## config.mk

```make
export PLATFORM = sky130hd
export DESIGN_NAME = prbs16_err_window
export DESIGN_NICKNAME = d
export VERILOG_FILES = /design/src/rtl/prbs16_pkg.sv /design/src/rtl/prbs16_err_window.sv
export SDC_FILE = /design/constraint.sdc
export NUM_CORES = 1
export LEC_CHECK = 0
export ABC_AREA = 0
export ABC_CLOCK_PERIOD_IN_PS = 2580
export CAP_MARGIN = 20
export CORE_UTILIZATION = 30
export DETAILED_ROUTE_END_ITERATION = 7
export HOLD_SLACK_MARGIN = 0.1
export PLACE_DENSITY = 0.49
export SLEW_MARGIN = 20
export SYNTH_ARGS = -nofsm -noshare
export SYNTH_HDL_FRONTEND = slang
export SYNTH_SLANG_ARGS = --single-unit
export TNS_END_PERCENT = 100
```

## constraint.sdc

```tcl
create_clock -name CLK -period 2.58 [get_ports CLK]
set_clock_uncertainty 0.05 [all_clocks]
set_input_delay 0.645 -clock CLK [delete_from_list [all_inputs] [get_ports CLK]]
set_output_delay 0.645 -clock CLK [all_outputs]
set_load 0.02 [all_outputs]
```

## src/rtl/prbs16_pkg.sv

```systemverilog
// Shared types and constants for the PRBS16 (x^16+x^14+x^13+x^11+1) checker.
// States, tap lags, generator seed and the next-bit predictor.
package prbs16_pkg;

   typedef enum logic [1:0] {
      ST_FILL = 2'd0,
      ST_ACQ  = 2'd1,
      ST_LOCK = 2'd2
   } state_t;

   localparam int TAP_A = 11;
   localparam int TAP_B = 13;
   localparam int TAP_C = 14;
   localparam int TAP_D = 16;

   localparam logic [15:0] PRBS_SEED = 16'hACE1;

   // h[0] is the newest bit, so lag k lives at h[k-1].
   function automatic logic prbs16_pred(input logic [15:0] h);
      return h[TAP_A-1] ^ h[TAP_B-1] ^ h[TAP_C-1] ^ h[TAP_D-1];
   endfunction

endpackage

```

## src/rtl/prbs16_err_window.sv

```systemverilog
// Error-burst window: opens on the first error, spans WINDOW valid bits,
// and flags when ERR_THRESH errors land inside it.
module prbs16_err_window
   import prbs16_pkg::*;
#(
   parameter int WINDOW     = 64,
   parameter int ERR_THRESH = 4
) (
   input  logic CLK,
   input  logic RESET,
   input  logic valid,
   input  logic error,
   input  logic clear,
   output logic hit
);

   localparam int BW = $clog2(WINDOW + 1);
   localparam int EW = $clog2(ERR_THRESH + 1);
   localparam logic [BW-1:0] WIN_LEN = BW'(WINDOW);
   localparam logic [EW-1:0] THR     = EW'(ERR_THRESH);

   logic          active_q;
   logic [BW-1:0] bits_q;
   logic [EW-1:0] errs_q;
   logic [BW-1:0] bits_n;
   logic [EW-1:0] errs_n;

   always_comb begin
      bits_n = BW'(1);
      errs_n = EW'(1);
      if (active_q) begin
         bits_n = bits_q + 1'b1;
         errs_n = errs_q + EW'(error);
      end
   end

   assign hit = valid && error && (errs_n >= THR);

   always_ff @(posedge CLK) begin
      if (RESET || clear) begin
         active_q <= 1'b0;
         bits_q   <= '0;
         errs_q   <= '0;
      end else if (valid && (active_q || error)) begin
         if (hit || (bits_n == WIN_LEN)) begin
            active_q <= 1'b0;
            bits_q   <= '0;
            errs_q   <= '0;
         end else begin
            active_q <= 1'b1;
            bits_q   <= bits_n;
            errs_q   <= errs_n;
         end
      end
   end

endmodule

```

==> reports/metrics.cfg <==
[global_routing]
grt_pass1_wl_mm=2.36
grt_max_degree=13
grt-ovfl-total=0
antenna_found_initial=0
grtUsageTotal_pct=13.3
grt_pass1_vias=537

[synthesis]
synthArstFlopShare_pct=0
syn-num-nets=91
synth_top_family_by_area=simple AND/OR/NAND/NOR gates
synth_edf_count=0
synth_seq_cells=11
syn_area_sq_um=658
synth-compound-area-share_pct=24.0
synthAdderAreaFrac_pct=5.70
syn_avg_cell_area_sq_um=7.93
synth_warnings=0
synthMuxAreaShare_pct=0
ys.flop_type=dfxtp_1
synth_cell_types=31
yosys.area_share.simple_pct=31.4
synthCells=83
seq_area_frac_synth_pct=33.5
synth-xor-area-share_pct=2.66

[routing]
wl_met3_um=37
vias=639
dr.pass1.iters=6
ant_nets=0
routed_wl_mm=1.41
drc=0
viasPerCell=5.11
wire_per_inst_um=11.3
dr_wl_met2_um=624
initialDrtViolationCount=14
drt-met1-wl_um=710
top_layer_used=met4

[timing]
tns_ns=0
finalCriticalPeriod_ns=2.53
max_slew.worst_pin.slew_ns=0.238
slew_headroom_pct=84.0
rsz0062_at_grt=no
setup_ws_ns=0.0533
final-setup-viol-count=0
fmax_ghz=0.396
finalMaxSlewViolations=0
hold_viol_final=0
period_share_pct=97.9

[floorplan]
std_cell_rows=16
die_w_um=48.8
ioPinCount=6
fp.dieH_um=48.8
start_util_pct=32.9
fp.coreArea_sq_um=2000
die_area_sq_um=2380

[setup_path]
regToRegEndpoint=errs_q[1]
end_kind=output pin
r2r_setup_slack_ns=0.41
worst_r2r_path_depth=6
worstPathArrival_ns=1.83
startpoint_type=primary input
path_max_fanout=5
criticalPathCategory=primary input to output pin
crit_required_ns=1.88
rr_startpoint=bits_q[0]

[worst_hold_path]
hp-class=register to register
whs_endpoint=errs_q[0]
holdPathStages=2
worstHoldStart=errs_q[0]

[place]
post-dp-hpwl_mm=1.06
gp_congestion=0.784
numPortBuffers=5
dp_cells=120
dp_slack_ns=-0.692

[power]
peakVddDrop_uv=251
swShare_pct=23.0
power_mw=0.317
power.switching_mw=0.0731
p_seq_share_pct=54.7
leakage_nw=0.287
p_clk_share_pct=37.1
combPwrFrac_pct=8.2
p_per_area_nw_per_um2=380
internal_power_mw=0.244

[final_layout]
final_common_cell=dfxtp_1
finalNonFillerCells=125
nets=107
mostFrequentLayoutCells=11 x dfxtp_1, 10 x a21oi_1, 10 x buf_4
final_util_pct=41.8
fill_cells=222
syn2layout_area_growth_pct=27.0
diodes=0
drive_above_1_share_pct=20.4

[cts]
cts_tree=done
cts-root-buf=clkbuf_4
clk_path_buf_depth=2
clkSinkCount=11
cts-hold-fix-buffers=0
clk_latency_ns=0.27
numCtsBuffers=3
clk_pin_slew_worst_paths_ns=0.07
cts_htree_levels=1

[outcome]
status=complete, no violations

[job]
cap_violations=0

[synth_stat cells, types with 2 or more instances]
cell      instances  area share, %
a21oi_1          10            7.6
a31oi_1           2            1.9
a32oi_1           2            2.7
clkbuf_1          3            1.7
dfxtp_1          11             33
ha_1              3            5.7
inv_1             2            1.1
nand2_1           9            5.1
nand3_1           3            2.3
nand3b_1          3            3.4
nand4b_1          2            2.7
nor2_1            6            3.4
nor2b_1           4            3.8
nor3_1            2            1.5
o211ai_1          2            2.3
o21ai_0           4            3.0
[layer usage]
layer / global-route usage (%) / vias up
li1: - / 337
met1: 16.9 / 286
met2: 20.4 / 11
met3: 2.80 / 5
met4: 8.82 / 0
met5: 0 / -
[flip-flops by register name, summed over array words and instances, names as in the netlist]
signal / flops
bits_q: 7
errs_q: 3
active_q: 1
[worst max-delay path, cell delays in order]
cell	delay [ns]
dlygate4sd2_1	0.29
ha_1	0.22
ha_2	0.19
xor2_2	0.17
nand2_2	0.08
nor2_2	0.10
buf_4	0.15
[logic make-up (layout without fill, tap and decap cells)]
logic type | Yosys count | after routing
AOI/OAI and AO/OA | 25 | 25
xor gates and xnor gates | 2 | 2
adders and majority gates | 3 | 3
buffers and inverters | 5 | 20
DFF | 11 | 11
and+or+nand+nor | 37 | 37
[worst max path at each step]
stage,cells after the start,startpoint,to
6_report,7,error,hit
5_1_grt,7,error,hit
4_1_cts,7,error,hit
3_5_place_dp,7,error,hit
3_3_place_gp,7,error,hit
2_1_floorplan,5,error,hit
[layout make-up]
type	count	area [sq um]	area share [%]
well taps	27	33.8	4.04
clock buffers	4	26.3	3.14
flip-flops and latches	11	220	26.3
inverters	2	7.51	0.898
multi-input cells	67	434	51.9
repair buffers	14	114	13.6
[through the flow]
stage / area [sq um] / hold slack [ns]
6_report: 836 / 0.463
5_1_grt: 836 / 0.507
4_1_cts: 823 / 0.454
3_5_place_dp: 791 / 0.443
3_3_place_gp: 791 / 0.443
2_1_floorplan: 658 / 0.408
[timing repair]
item	in CTS	in global routing
pin swaps	2	0
resized for setup	7	3
buffers inserted	1	0
cloned	0	0
setup endpoints to repair	1	1
[power groups by stage]
| stage | combinational [mW] | clock (mW) | sequential (mW) |
|---|---|---|---|
| after global placement | 0.0266 | 0 | 0.178 |
| after floorplan | 0.0129 | 0 | 0.177 |
| after detailed placement | 0.0264 | 0 | 0.178 |
| after global routing | 0.0294 | 0.135 | 0.174 |
| after CTS | 0.0260 | 0.122 | 0.174 |
| final | 0.0260 | 0.118 | 0.174 |
Power figures use the tool's default switching activity.
